<file path="config.mk">
export PLATFORM = sky130hd
export DESIGN_NAME = pl_hazard_unit
export DESIGN_NICKNAME = d
export VERILOG_FILES = /design/src/rtl/pl_pkg.sv /design/src/rtl/pl_fwd_sel.sv /design/src/rtl/pl_hazard_unit.sv
export SDC_FILE = /design/constraint.sdc
export NUM_CORES = 1
export LEC_CHECK = 0
export ABC_AREA = 0
export CAP_MARGIN = 20
export CORE_UTILIZATION = 45
export DETAILED_ROUTE_END_ITERATION = 6
export DONT_BUFFER_PORTS = 1
export GPL_TIMING_DRIVEN = 0
export PLACE_DENSITY = 0.58
export SLEW_MARGIN = 20
export SYNTH_ARGS = -nofsm -noshare
export SYNTH_HDL_FRONTEND = slang
export SYNTH_SLANG_ARGS = --single-unit
</file>
<file path="constraint.sdc">
create_clock -name clk -period 3.71 [get_ports clk]
set_clock_uncertainty 0.05 [all_clocks]
set_input_delay 0.5565 -clock clk [delete_from_list [all_inputs] [get_ports clk]]
set_output_delay 0.5565 -clock clk [all_outputs]
set_load 0.01 [all_outputs]
</file>
<file path="src/rtl/pl_pkg.sv">
// Shared definitions for the pipeline hazard controller: result-select and
// forward-select encodings, the load-use FSM states, and the control bundle.
package pl_pkg;

  localparam logic [1:0] RESULT_SRC_LOAD = 2'b01;

  localparam logic [1:0] FWD_RF  = 2'b00;
  localparam logic [1:0] FWD_WB  = 2'b01;
  localparam logic [1:0] FWD_MEM = 2'b10;

  typedef enum logic [0:0] {
    ST_RUN     = 1'b0,
    ST_LU_WAIT = 1'b1
  } hz_state_e;

  typedef struct packed {
    logic stall_f;
    logic stall_d;
    logic stall_e;
    logic stall_m;
    logic flush_d;
    logic flush_e;
    logic flush_w;
  } hz_ctrl_t;

  // A load in execute whose destination feeds the instruction in decode.
  // x0 never carries a dependency.
  function automatic logic load_use(input logic [1:0] result_src_e,
                                    input logic [4:0] rd_e,
                                    input logic [4:0] rs1_d,
                                    input logic [4:0] rs2_d);
    return (result_src_e == RESULT_SRC_LOAD) && (rd_e != 5'd0) &&
           ((rd_e == rs1_d) || (rd_e == rs2_d));
  endfunction

endpackage

</file>
<file path="src/rtl/pl_fwd_sel.sv">
// Forward-select for one execute-stage operand. The memory-stage result is
// newer than the writeback result, so it wins when both match.
module pl_fwd_sel
  import pl_pkg::*;
(
  input  logic [4:0] rs,
  input  logic [4:0] rd_m,
  input  logic       regwrite_m,
  input  logic [4:0] rd_w,
  input  logic       regwrite_w,
  output logic [1:0] sel
);

  // Pick the youngest in-flight producer of rs, ignoring x0.
  always_comb begin
    sel = FWD_RF;
    if (regwrite_m && (rd_m != 5'd0) && (rd_m == rs)) begin
      sel = FWD_MEM;
    end else if (regwrite_w && (rd_w != 5'd0) && (rd_w == rs)) begin
      sel = FWD_WB;
    end else begin
      sel = FWD_RF;
    end
  end

endmodule

</file>
<file path="src/rtl/pl_hazard_unit.sv">
// Pipeline hazard controller for the 5-stage core. Drives the hold (stall)
// and clear-to-bubble (flush) controls of every pipeline register in the
// same cycle, sequences multi-cycle load-use bubbles and counts stall/flush
// cycles. LOAD_BUBBLES is meaningful in the range 1..7.
module pl_hazard_unit
  import pl_pkg::*;
#(
  parameter int LOAD_BUBBLES = 1,
  parameter int CNT_W        = 32
) (
  input  logic             clk,
  input  logic             reset,
  input  logic [4:0]       Rs1D,
  input  logic [4:0]       Rs2D,
  input  logic [4:0]       Rs1E,
  input  logic [4:0]       Rs2E,
  input  logic [4:0]       RdE,
  input  logic [1:0]       Result_srcE,
  input  logic [4:0]       RdM,
  input  logic             regwriteM,
  input  logic [4:0]       RdW,
  input  logic             regwriteW,
  input  logic             PCSrcE,
  input  logic             MemBusyM,
  output logic             StallF,
  output logic             StallD,
  output logic             StallE,
  output logic             StallM,
  output logic             FlushD,
  output logic             FlushE,
  output logic             FlushW,
  output logic [1:0]       ForwardAE,
  output logic [1:0]       ForwardBE,
  output logic [CNT_W-1:0] StallCnt,
  output logic [CNT_W-1:0] FlushCnt
);

  // Bubbles still owed after the one inserted in the hazard-detect cycle.
  localparam logic [2:0] LU_RELOAD = 3'(LOAD_BUBBLES - 1);
  localparam bit         LU_MULTI  = (LOAD_BUBBLES > 1);

  hz_state_e  state_r;
  hz_state_e  next_state_s;
  logic [2:0] bub_cnt_r;
  logic [2:0] next_bub_cnt_s;
  logic       lu_hazard_s;
  hz_ctrl_t   ctrl_s;
  logic [1:0] fwd_a_s;
  logic [1:0] fwd_b_s;

  assign lu_hazard_s = load_use(Result_srcE, RdE, Rs1D, Rs2D);

  pl_fwd_sel u_fwd_a (
    .rs         (Rs1E),
    .rd_m       (RdM),
    .regwrite_m (regwriteM),
    .rd_w       (RdW),
    .regwrite_w (regwriteW),
    .sel        (fwd_a_s)
  );

  pl_fwd_sel u_fwd_b (
    .rs         (Rs2E),
    .rd_m       (RdM),
    .regwrite_m (regwriteM),
    .rd_w       (RdW),
    .regwrite_w (regwriteW),
    .sel        (fwd_b_s)
  );

  // State register and bubble down-counter.
  always_ff @(posedge clk or posedge reset) begin
    if (reset) begin
      state_r   <= ST_RUN;
      bub_cnt_r <= 3'd0;
    end else begin
      state_r   <= next_state_s;
      bub_cnt_r <= next_bub_cnt_s;
    end
  end

  // Next-state logic: a memory freeze holds everything, a redirect aborts
  // any pending bubbles, otherwise the load-use sequence runs.
  always_comb begin
    next_state_s   = state_r;
    next_bub_cnt_s = bub_cnt_r;
    if (MemBusyM) begin
      next_state_s   = state_r;
      next_bub_cnt_s = bub_cnt_r;
    end else if (PCSrcE) begin
      next_state_s   = ST_RUN;
      next_bub_cnt_s = 3'd0;
    end else begin
      case (state_r)
        ST_RUN: begin
          if (lu_hazard_s && LU_MULTI) begin
            next_state_s   = ST_LU_WAIT;
            next_bub_cnt_s = LU_RELOAD;
          end else begin
            next_state_s   = ST_RUN;
            next_bub_cnt_s = 3'd0;
          end
        end
        ST_LU_WAIT: begin
          if (bub_cnt_r <= 3'd1) begin
            next_state_s   = ST_RUN;
            next_bub_cnt_s = 3'd0;
          end else begin
            next_state_s   = ST_LU_WAIT;
            next_bub_cnt_s = bub_cnt_r - 3'd1;
          end
        end
        default: begin
          next_state_s   = ST_RUN;
          next_bub_cnt_s = 3'd0;
        end
      endcase
    end
  end

  // Output decode by priority; reset forces bubbles into D and E so nothing
  // issues while the core is held.
  always_comb begin
    ctrl_s = '0;
    if (reset) begin
      ctrl_s.flush_d = 1'b1;
      ctrl_s.flush_e = 1'b1;
    end else if (MemBusyM) begin
      ctrl_s.stall_f = 1'b1;
      ctrl_s.stall_d = 1'b1;
      ctrl_s.stall_e = 1'b1;
      ctrl_s.stall_m = 1'b1;
      ctrl_s.flush_w = 1'b1;
    end else if (PCSrcE) begin
      ctrl_s.flush_d = 1'b1;
      ctrl_s.flush_e = 1'b1;
    end else if ((state_r == ST_LU_WAIT) || lu_hazard_s) begin
      ctrl_s.stall_f = 1'b1;
      ctrl_s.stall_d = 1'b1;
      ctrl_s.flush_e = 1'b1;
    end else begin
      ctrl_s = '0;
    end
  end

  assign StallF    = ctrl_s.stall_f;
  assign StallD    = ctrl_s.stall_d;
  assign StallE    = ctrl_s.stall_e;
  assign StallM    = ctrl_s.stall_m;
  assign FlushD    = ctrl_s.flush_d;
  assign FlushE    = ctrl_s.flush_e;
  assign FlushW    = ctrl_s.flush_w;
  assign ForwardAE = reset ? FWD_RF : fwd_a_s;
  assign ForwardBE = reset ? FWD_RF : fwd_b_s;

  // Performance counters: fetch-stall cycles and execute-flush cycles,
  // wrapping at 2^CNT_W.
  always_ff @(posedge clk or posedge reset) begin
    if (reset) begin
      StallCnt <= '0;
      FlushCnt <= '0;
    end else begin
      if (ctrl_s.stall_f) begin
        StallCnt <= StallCnt + CNT_W'(1);
      end
      if (ctrl_s.flush_e) begin
        FlushCnt <= FlushCnt + CNT_W'(1);
      end
    end
  end

endmodule

</file>
==> PnR_summary.wiki <==
{| class="wikitable"
! Metric !! Value
|-
| Maximum clock insertion buffer count || 2
|-
| Global-route wire length before repair || 12.81 mm
|-
| Fraction of power spent switching nets || 30.79%
|-
| First DRT Iteration DRCs || 74
|-
| Leakage component of the power || 1.659 nW
|-
| Gate power share || between 10 and 15%
|-
| Critical setup path kind || input port to output pin
|-
| Source of the critical timing path || reset
|-
| Distinct cell type count after synthesis || 32
|-
| Final total negative setup slack || 0 ps
|-
| Adder and majority gate portion of the synthesized area || between 1 and 1.5%
|-
| Vias per std cell || 5.504
|-
| Initial Utilization || 46.22%
|-
| Met3 wire length || 568 µm
|-
| Maximum capacitance violations || 0
|-
| Fraction of synthesized cell area taken by the top area cell type || about 48%
|-
| Clk sinks || 68
|-
| Post-CTS Resized || 0
|-
| Beginning of the worst register-to-register path || StallCnt[2]
|-
| Synth Area in Simple Gates || between 20% and 30%
|-
| Total length of routed met2 wires || 3.556 mm
|-
| Maximum number of pins on one net before global-route repair || 33
|-
| Warnings from Yosys || 0
|-
| Met1 routed wirelength after detailed routing || between 3 and 4 mm
|-
| Leading area contributor after synthesis || sky130_fd_sc_hd__dfrtp_1
|-
| Count of boundary I/O pins || around 120
|-
| Number of nets in the final layout || 403
|-
| Leading post-synthesis cells by cell area || sky130_fd_sc_hd__dfrtp_1 48%, sky130_fd_sc_hd__xnor2_1 19%, sky130_fd_sc_hd__nand4_1 4.4%, sky130_fd_sc_hd__nand3_1 4.4%, sky130_fd_sc_hd__and3_1 3.7%
|-
| Total via count in the routed design || 2554
|-
| Number of antenna cells inserted || 0
|-
| Most frequent cells in the layout || 79 x sky130_fd_sc_hd__xnor2_1, 68 x sky130_fd_sc_hd__dfrtp_1, 31 x sky130_fd_sc_hd__nand3_1
|-
| Total gr overflow || 0
|-
| Max layer used || met4
|-
| Min-delay src || MemBusyM
|-
| Final setup violation count || 0
|-
| Mux cell area share after synthesis || 0.6338%
|-
| H-tree level count || 3
|-
| Area used by multi-input combinational logic || 1758 µm²
|-
| Unrepaired setup endpoints after global routing || no
|-
| Instance count of the mapped netlist || 343
|-
| Detailed Place HPWL || 5.584 mm
|-
| Fraction of final layout cells sized beyond drive strength 1 || 8.011%
|-
| Number of filler cells placed in the layout || 718
|-
| Status || completed
|-
| Mean Syn Cell Area || approximately 10 µm²
|-
| Final antenna-violating net count || 0
|-
| Arrival time worst endpoint || 2460 ps
|-
| Cell Pwr Density || about 450 nW/µm²
|-
| First-pass DRT Iterations || 4
|-
| Cell Area, Synth || 3553 µm²
|-
| Count of final hold-check violations || 0
|-
| Gr usage total || 19.57%
|-
| Number of post-CTS setup repair buffers || 0
|-
| CTS root buffer || sky130_fd_sc_hd__clkbuf_8
|-
| Register clock-pin slew on the reported worst setup and hold paths || 70 ps
|-
| Die width || 90.86 µm
|-
| Sequential cell area fraction in the yosys report || 47.89%
|-
| Crit path time final || about 3000 ps
|-
| Maximum fanout along the worst path || 9
|-
| Critical Path Start Type || input port
|-
| Core Footprint || 7687 µm²
|-
| TritonCTS Buffers || 9
|-
| Cell row count || 32
|-
| Worst rel slew slack || about three fifths
|-
| Via count of the first global-routing pass || about 2600
|-
| Number of nets produced by synthesis || 389
|-
| Routability congestion estimate || 0.7783
|-
| Total of flip-flops plus latches after synthesis || between 60 and 70
|-
| Kind of end point of the critical path || output pin
|-
| Clock latency of the later-clocked register in the worst-skew pair || roughly 340 ps
|-
| Compound-Gate Fraction of Synth Area || 2.817%
|-
| Internal Pwr Total || 1.230 mW
|-
| Area delta synth->final || 10.53%
|-
| Worst hold slack || 310.5 ps
|-
| Clock share of power || 33.5%
|-
| Flip-flop and latch area || 1702 µm²
|-
| Vertical extent of the die || 90.86 µm
|-
| DRC || 0
|-
| Port Buf Inserts || 0
|-
| Die Outline Area || 8256 µm²
|-
| Wirelength per Cell || 16.09 µm
|-
| Sequential Power Share || between 50% and 60%
|-
| Worst Max-Slew Pin Slew || between 600 and 700 ps
|-
| Max-slew violation count || 0
|-
| CTS tree || yes
|-
| Overall routed net length || 7.468 mm
|-
| Share of the clock period used by the worst path after layout || 82.63%
|-
| Psw || between 500 and 600 µW
|-
| Endpoint required time on the critical path || 3100 ps
|-
| Combinational family with the most area after synthesis || XOR/XNOR gates
|-
| Maximum clock frequency || 326.2 MHz
|-
| Initial antenna violation count || 0
|-
| Min-Delay Path Class || input port to flop
|-
| XOR/XNOR share of the synthesized area || 22.68%
|-
| Most common cell after layout, fill and taps aside || sky130_fd_sc_hd__xnor2_1
|-
| Hold buffer count at cts || 1
|-
| Peak ir drop on the vdd network || 0.0002973 V
|}
## Yosys cell counts (all sizes together)
library cell	n
a21boi	1
a21o	1
a21oi	5
a41oi	1
and2	5
and3	21
and4	5
buf	7
clkbuf	4
dfrtp	68
ha	3
inv	9
mux2	2
nand2	21
nand2b	1
nand3	32
nand4	25
nor2	14
nor2b	2
nor3	6
nor4	5
o211ai	1
o21a	1
o21ai	6
o22ai	1
or4	4
xnor2	79
xor2	13
## cells by family (layout without fill, tap and decap cells)
group | Yosys count | in the layout
and+or+nand+nor | 141 | 141
xor gates and xnor gates | 92 | 92
DFF | 68 | 68
buffers and inverters | 20 | 39
AOI/OAI and AO/OA | 17 | 17
adders and majority gates | 3 | 3
muxes | 2 | 2
## metrics by stage
stage	setup slack, ps	total power [mW]	std cells	area (µm²)	utilization [%]
detailed placement	880.5	1.199	447	3725	48.45
floorplan	707.1	1.116	343	3557	-
finish	644.6	1.777	464	3928	51.09
CTS	626.6	1.805	464	3928	51.09
global route	563.4	1.877	464	3928	51.09
global placement	237.7	1.184	445	3685	47.93
## sequential cells by signal (all words and copies together), names as in the netlist
register	count
bub_cnt_r	3
StallCnt	32
state_r	1
FlushCnt	32
## cell type report
type | instances | share of cell area (%)
Inverter | 9 | 0.9557
Sequential cell | 68 | 43.33
Clock inverter | 6 | 1.657
Buffer | 11 | 1.529
Timing Repair Buffer | 3 | 1.274
Clock buffer | 10 | 3.249
Multi-Input combinational cell | 255 | 44.76
Tap cell | 102 | 3.249
## power groups by stage
stage	Combinational, mW	Clock (mW)	Sequential [mW]
3_3_place_gp	0.245	0	0.940
2_1_floorplan	0.199	0	0.917
5_1_grt	0.291	0.645	0.940
3_5_place_dp	0.258	0	0.942
6_report	0.254	0.595	0.928
4_1_cts	0.259	0.617	0.929
## worst paths after layout
| path | end | slack [ps] | cells past startpoint |
|---|---|---|---|
| worst max-delay path | ForwardAE[0] | 640 | 5 |
| worst min-delay path | state_r | 310 | 1 |
| worst max register to register | StallCnt[29] | 1350 | 7 |
| worst min register to register | bub_cnt_r[2] | 470 | 1 |
| max in group asynchronous | StallCnt[29] | 2370 | 4 |
| min in group asynchronous | FlushCnt[10] | 590 | 2 |
## critical path, stage by stage
cell                            delay (ps)
sky130_fd_sc_hd__dlygate4sd3_1         580
sky130_fd_sc_hd__clkinvlp_4            210
sky130_fd_sc_hd__o211ai_1              150
sky130_fd_sc_hd__or4_1                 530
sky130_fd_sc_hd__nor4_1                430
## metal layers
layer,global-route usage (%),vias to the layer above
li1,-,1224
met1,24.06,1225
met2,31.76,96
met3,7.239,9
met4,6.481,0
met5,0,-
Power figures use the tool's default switching activity.
